`src/rtl/seven_segment_mux.sv`:
```
// Time-multiplexed seven-segment driver: scans DIGITS hex digits one slot at a
// time, with per-digit decimal points, leading-zero blanking and PWM dimming.
// Inputs are latched only at the frame boundary, so a frame never shows a mix
// of old and new values.
module seven_segment_mux #(
    parameter int DIGITS         = 4,
    parameter int DIV_WIDTH      = 16,
    parameter int BRIGHT_WIDTH   = 4,
    parameter int SEG_ACTIVE_LOW = 1,
    parameter int AN_ACTIVE_LOW  = 1
) (
    input  logic                    i_clk,
    input  logic                    i_Reset_n,
    input  logic [4*DIGITS-1:0]     i_Data,
    input  logic [DIGITS-1:0]       i_Dp,
    input  logic                    i_Blank_Zero,
    input  logic [BRIGHT_WIDTH-1:0] i_Brightness,
    output logic [DIGITS-1:0]       o_Chosen_Segment,
    output logic [7:0]              o_SevenSegmentDisplay,
    output logic                    o_Frame_Start
);

    localparam int IDX_W = (DIGITS > 1) ? $clog2(DIGITS) : 1;
    localparam logic [IDX_W-1:0]  LAST_IDX = IDX_W'(DIGITS - 1);
    // XOR masks that turn internal active-high patterns into pin polarity;
    // they are also the "everything off" pin values.
    localparam logic [DIGITS-1:0] AN_OFF   = (AN_ACTIVE_LOW != 0) ? '1 : '0;
    localparam logic [7:0]        SEG_OFF  = (SEG_ACTIVE_LOW != 0) ? 8'hFF : 8'h00;

    // Scan state
    logic [DIV_WIDTH-1:0]    presc_q, presc_d;
    logic [IDX_W-1:0]        idx_q, idx_d;
    logic                    frame_start;

    // Shadow copies of the inputs, refreshed once per frame
    logic [4*DIGITS-1:0]     data_q, data_d;
    logic [DIGITS-1:0]       dp_q, dp_d;
    logic                    blank_q, blank_d;
    logic [BRIGHT_WIDTH-1:0] bright_q, bright_d;

    // Registered pin drivers
    logic [DIGITS-1:0]       an_q, an_d;
    logic [7:0]              seg_q, seg_d;
    logic                    frame_q;

    // Per-digit views of the value being displayed this frame
    logic [3:0]              nib [DIGITS];
    logic [DIGITS-1:0]       nib_nz;
    logic [BRIGHT_WIDTH-1:0] phase;

    // Active-high abcdefg pattern (a on bit 0) for one hex digit
    function automatic logic [6:0] hex_to_seg(input logic [3:0] v);
        logic [6:0] s;
        case (v)
            4'h0: s = 7'h3F;
            4'h1: s = 7'h06;
            4'h2: s = 7'h5B;
            4'h3: s = 7'h4F;
            4'h4: s = 7'h66;
            4'h5: s = 7'h6D;
            4'h6: s = 7'h7D;
            4'h7: s = 7'h07;
            4'h8: s = 7'h7F;
            4'h9: s = 7'h6F;
            4'hA: s = 7'h77;
            4'hB: s = 7'h7C;
            4'hC: s = 7'h39;
            4'hD: s = 7'h5E;
            4'hE: s = 7'h79;
            default: s = 7'h71;
        endcase
        return s;
    endfunction

    // The _d shadow values are used below so that digit 0 of a new frame
    // already shows the value captured at that frame's start.
    for (genvar gi = 0; gi < DIGITS; gi++) begin : g_nib
        assign nib[gi]    = data_d[4*gi +: 4];
        assign nib_nz[gi] = |data_d[4*gi +: 4];
    end

    assign phase = presc_q[DIV_WIDTH-1 -: BRIGHT_WIDTH];

    // Prescaler/digit advance and frame-boundary capture of the inputs
    always_comb begin
        frame_start = (presc_q == '0) && (idx_q == '0);
        presc_d     = presc_q + DIV_WIDTH'(1);
        idx_d       = idx_q;
        if (&presc_q) begin
            idx_d = (idx_q == LAST_IDX) ? '0 : idx_q + IDX_W'(1);
        end
        data_d   = data_q;
        dp_d     = dp_q;
        blank_d  = blank_q;
        bright_d = bright_q;
        if (frame_start) begin
            data_d   = i_Data;
            dp_d     = i_Dp;
            blank_d  = i_Blank_Zero;
            bright_d = i_Brightness;
        end
    end

    // Decode the current digit, apply blanking and PWM, convert to pin polarity
    always_comb begin
        logic              upper_zero;
        logic [7:0]        seg_hi;
        logic [DIGITS-1:0] an_hot;
        upper_zero = 1'b1;
        for (int k = 0; k < DIGITS; k++) begin
            if ((k >= int'(idx_q)) && nib_nz[k]) begin
                upper_zero = 1'b0;
            end
        end
        seg_hi = {dp_d[idx_q], hex_to_seg(nib[idx_q])};
        // A blanked digit keeps its decimal point
        if (blank_d && (idx_q != '0) && upper_zero) begin
            seg_hi[6:0] = '0;
        end
        an_hot = DIGITS'(1) << idx_q;
        if (phase > bright_d) begin
            an_hot = '0;
            seg_hi = '0;
        end
        an_d  = an_hot ^ AN_OFF;
        seg_d = seg_hi ^ SEG_OFF;
    end

    // State and output registers with synchronous active-low reset
    always_ff @(posedge i_clk) begin
        if (!i_Reset_n) begin
            presc_q  <= '0;
            idx_q    <= '0;
            data_q   <= '0;
            dp_q     <= '0;
            blank_q  <= 1'b0;
            bright_q <= '0;
            an_q     <= AN_OFF;
            seg_q    <= SEG_OFF;
            frame_q  <= 1'b0;
        end else begin
            presc_q  <= presc_d;
            idx_q    <= idx_d;
            data_q   <= data_d;
            dp_q     <= dp_d;
            blank_q  <= blank_d;
            bright_q <= bright_d;
            an_q     <= an_d;
            seg_q    <= seg_d;
            frame_q  <= frame_start;
        end
    end

    assign o_Chosen_Segment      = an_q;
    assign o_SevenSegmentDisplay = seg_q;
    assign o_Frame_Start         = frame_q;

endmodule
```
`config.mk`:
```
export PLATFORM = sky130hd
export DESIGN_NAME = seven_segment_mux
export DESIGN_NICKNAME = d
export VERILOG_FILES = /design/src/rtl/seven_segment_mux.sv
export SDC_FILE = /design/constraint.sdc
export NUM_CORES = 1
export LEC_CHECK = 0
export ABC_AREA = 1
export BUFFER_PORTS_ARGS = -buffer_cell sky130_fd_sc_hd__buf_2
export CAP_MARGIN = 15
export CORE_MARGIN = 3
export CORE_UTILIZATION = 55
export DETAILED_ROUTE_END_ITERATION = 12
export PLACE_DENSITY_LB_ADDON = 0.12
export SLEW_MARGIN = 20
export SYNTH_ARGS = -nofsm -noshare
export SYNTH_HDL_FRONTEND = slang
export SYNTH_SLANG_ARGS = --single-unit
```
`constraint.sdc`:
```
create_clock -name i_clk -period 5.3 [get_ports i_clk]
set_input_delay 1.06 -clock i_clk [delete_from_list [all_inputs] [get_ports i_clk]]
set_output_delay 1.06 -clock i_clk [all_outputs]
set_load 0.1 [all_outputs]
```
==> results by group <==
Placement
  – Final estimated routing congestion in global placement: 0.807
  – Post-DP HPWL: 4610 um
  – Setup WS pre-CTS: 1.69 ns
  – Buffers added on ports: 39

Die
  – Die Ht: 79.1 um
  – I/O pins: 40
  – Core area: 4940 um2
  – # rows: 25
  – Die Wd: 79.1 um
  – Starting Density: 59.5%
  – Die Area: 6260 um2

Detailed routing
  – DR iter-0 viols: 181
  – WL final: 6220 um
  – Vias per cell: 5.19
  – DRT antenna net count: 0
  – DR vias: 2629
  – TritonRoute pass-1 iters: 4
  – Routed WL per cell: 12.3 um
  – DRC Markers: 0

Timing
  – Setup ws final: 1.70 ns
  – Final Skew: 0.00635 ns
  – Fmax: 278 MHz
  – Final min period: 3.60 ns
  – Hold slack: 0.474 ns
  – Setup total negative slack: 0 ns
  – Slew Limit Fails: 0
  – RSZ-0062 raised after global routing: no
  – Slew headroom: 31.0%
  – Final hold vios: 0
  – Period utilization: 68.0%
  – Slew @ Worst Pin: 1.03 ns
  – Final setup vio count: 0

Worst setup path
  – CP endpoint kind: register
  – Crit-path cells: inv_1 -> ha_1 -> inv_1 -> nor2_1 -> nand2_1 -> nor2_4 -> nand2_4 -> mux2i_1 -> ha_1 -> inv_1 -> nor2_1 -> o21ai_0 -> a32oi_1 -> nor2_1 -> nand2_1 -> inv_2 -> nand3_1
  – R2r setup slk: 1.70 ns
  – Worst EP arrival: 3.79 ns
  – Crit-path max cell delay: 0.45 ns
  – Worst Setup Start Kind: register
  – WP data required: 5.49 ns
  – Delay-heaviest family, CP: simple AND/OR/NAND/NOR gates
  – Crit path buf inv count: 4
  – CP Max Fanout: 24
  – Crit-path slowest cell: dfxtp_1
  – Crit Path Category: register to register

Final layout
  – Layout cells sized above 1: 16.4%
  – Area of the multi-input gates: 1600 um2
  – Antenna Cells: 0
  – Area Growth Syn to Fin: 11.2%
  – Nets: 483
  – Util after Layout: 66.2%
  – Fillers: 461
  – FF+latch area: 1120 um2

CTS
  – CTS tree: done
  – Setup bufs post-CTS: 0
  – Clk_lat worst skew: 0.31 ns
  – Resize count post-CTS: 0
  – Hold_buf cts: 0
  – Clock root buffer: clkbuf_8
  – CTS HTree Levels: 2
  – Clk sinks: 56
  – Clk pin slew, worst setup/hold paths: 0.10 ns
  – CTS buffer count: 5
  – CTS Buffer Depth: 2

Logic synthesis
  – Synth Register Bits: 56
  – Ys async rst share: 0%
  – Synth cell count leaders: 91 x nand2_1, 64 x nand3_1, 56 x dfxtp_1
  – Part of the Yosys area used for sequential elements: 38.1%
  – Ys Warns: 0
  – Mean Syn Cell Area: 7.26 um2
  – Yosys cell types: 30
  – Mapped cell area: 2940 um2
  – Cell count after synthesis: 405
  – Synth area leaders: dfxtp_1 38%, nand2_1 12%, nand3_1 11%
  – Post-synth EDFFs: 0
  – Synth area leader: dfxtp_1
  – Area share of the largest cell type after synthesis: 38.1%
  – Most common cell in the netlist: nand2_1
  – Post-Syn Nets: 449
  – Predominant post-synthesis flop cell: dfxtp_1

Global routing
  – GRT Util Overall: 21.8%
  – Vias in the first global route: 2451
  – First-pass GRT wire length: 11000 um
  – Initial antenna violation count: 0
  – GRT overflow: 0
  – Pin count of the biggest net entering global routing: 34

Run status
  – Outcome: finished clean

Power and ir drop
  – Clk pwr share: 28.0%
  – Combinational share of power: 28.9%
  – Static Leak: 1.55 nW
  – Internal: 0.000699 W
  – PwrDens: 330 nW/um2
  – Switching Fraction: 35.2%
  – Sequential group share of total power: 43.1%
  – Switching pwr: 0.000380 W
  – Worst vdd ir: 0.254 mV

Flow run
  – MaxCap Viol Count: 0

Worst hold path
  – Hold WC Path Type: register to register
-- layout make-up --
type                    count  share of cell area (%)
flip-flops and latches     56                    34.3
well taps                  67                    2.56
inverters                  35                    4.02
clock inverters             1                   0.918
repair buffers             41                    6.43
multi-input cells         300                    48.9
clock buffers               7                    2.95
-- cell usage in the layout (no fill, tap or decap) --
cell	Yosys	routed
nand2_1	91	91
nand3_1	64	64
dfxtp_1	56	56
nor2_1	43	43
buf_2	3	39
inv_1	33	33
a21oi_1	28	28
ha_1	17	17
o21ai_0	11	11
nand2_2	10	10
clkbuf_8	0	7
mux2i_1	6	6
nor3_1	5	5
nand3_2	5	5
nand4_1	4	4
nor2_4	3	3
nand2_4	3	3
nand3b_1	2	2
xnor2_1	2	2
buf_4	1	2
clkinv_1	1	1
a211oi_1	1	1
a32oi_1	1	1
or2_2	1	1
inv_2	1	1
a31oi_1	1	1
nor3b_1	1	1
o21a_1	1	1
bufinv_16	0	1
-- kinds of logic (layout without fill, tap and decap cells) --
group | count (synthesis) | count (layout) | share of synthesized area (%)
and+or+nand+nor | 232 | 232 | 36.8
DFF | 56 | 56 | 38.1
buffers and inverters | 49 | 84 | 7.53
AOI/OAI and AO/OA | 43 | 43 | 7.66
adders and majority gates | 17 | 17 | 7.23
muxes | 6 | 6 | 2.04
xor gates and xnor gates | 2 | 2 | 0.596
-- layer usage --
metal / vias up / GRT usage, % / share of wire [%]
met3: 10 / 3.51 / 5.7
met5: - / 0 / 0
li1: 1396 / - / -
met2: 70 / 34.6 / 44
met4: 0 / 8.76 / 1.6
met1: 1153 / 29.5 / 49
-- worst paths after layout --
path                              start                                  end  cells after the start
setup / recovery  idx_q[1]$_SDFFE_PN0P_  o_SevenSegmentDisplay[4]$_SDFF_PN1_                     17
hold / removal    presc_q[0]$_SDFF_PN0_                presc_q[0]$_SDFF_PN0_                      1
setup reg to reg  idx_q[1]$_SDFFE_PN0P_  o_SevenSegmentDisplay[4]$_SDFF_PN1_                     17
hold reg to reg   presc_q[0]$_SDFF_PN0_                presc_q[0]$_SDFF_PN0_                      1
-- flip-flops by register name (all words and copies together) (netlist names) --
signal and cells:
o_Frame_Start 1, dp_q 4, presc_q 16, blank_q 1
bright_q 4, idx_q 2, o_SevenSegmentDisplay 8, o_Chosen_Segment 4
data_q 16
-- metrics by stage --
step | cells | total power [W] | area [um2]
2_1_floorplan | 405 | 0.000731 | 2940
3_3_place_gp | 499 | 0.000780 | 3140
3_5_place_dp | 499 | 0.000784 | 3140
4_1_cts | 507 | 0.00109 | 3270
5_1_grt | 507 | 0.00114 | 3270
6_report | 507 | 0.00108 | 3270
-- worst reg2reg max path: stages, from the launching register on --
cell and delay, ns:
dfxtp_1 0.45, inv_1 0.38, ha_1 0.25, inv_1 0.06, nor2_1 0.08, nand2_1 0.11, nor2_4 0.34, nand2_4 0.30
mux2i_1 0.29, ha_1 0.28, inv_1 0.06, nor2_1 0.03, o21ai_0 0.14, a32oi_1 0.07, nor2_1 0.31, nand2_1 0.12
inv_2 0.13, nand3_1 0.10
-- power by group through the flow --
stage	Sequential [W]	Combinational, W	Clock, W
after global routing	0.000468	0.000345	0.000324
final	0.000465	0.000312	0.000303
after CTS	0.000465	0.000311	0.000309
after global placement	0.000474	0.000306	0
after floorplan	0.000573	0.000158	0
after detailed placement	0.000475	0.000309	0
(Power assumes the default switching activity.)
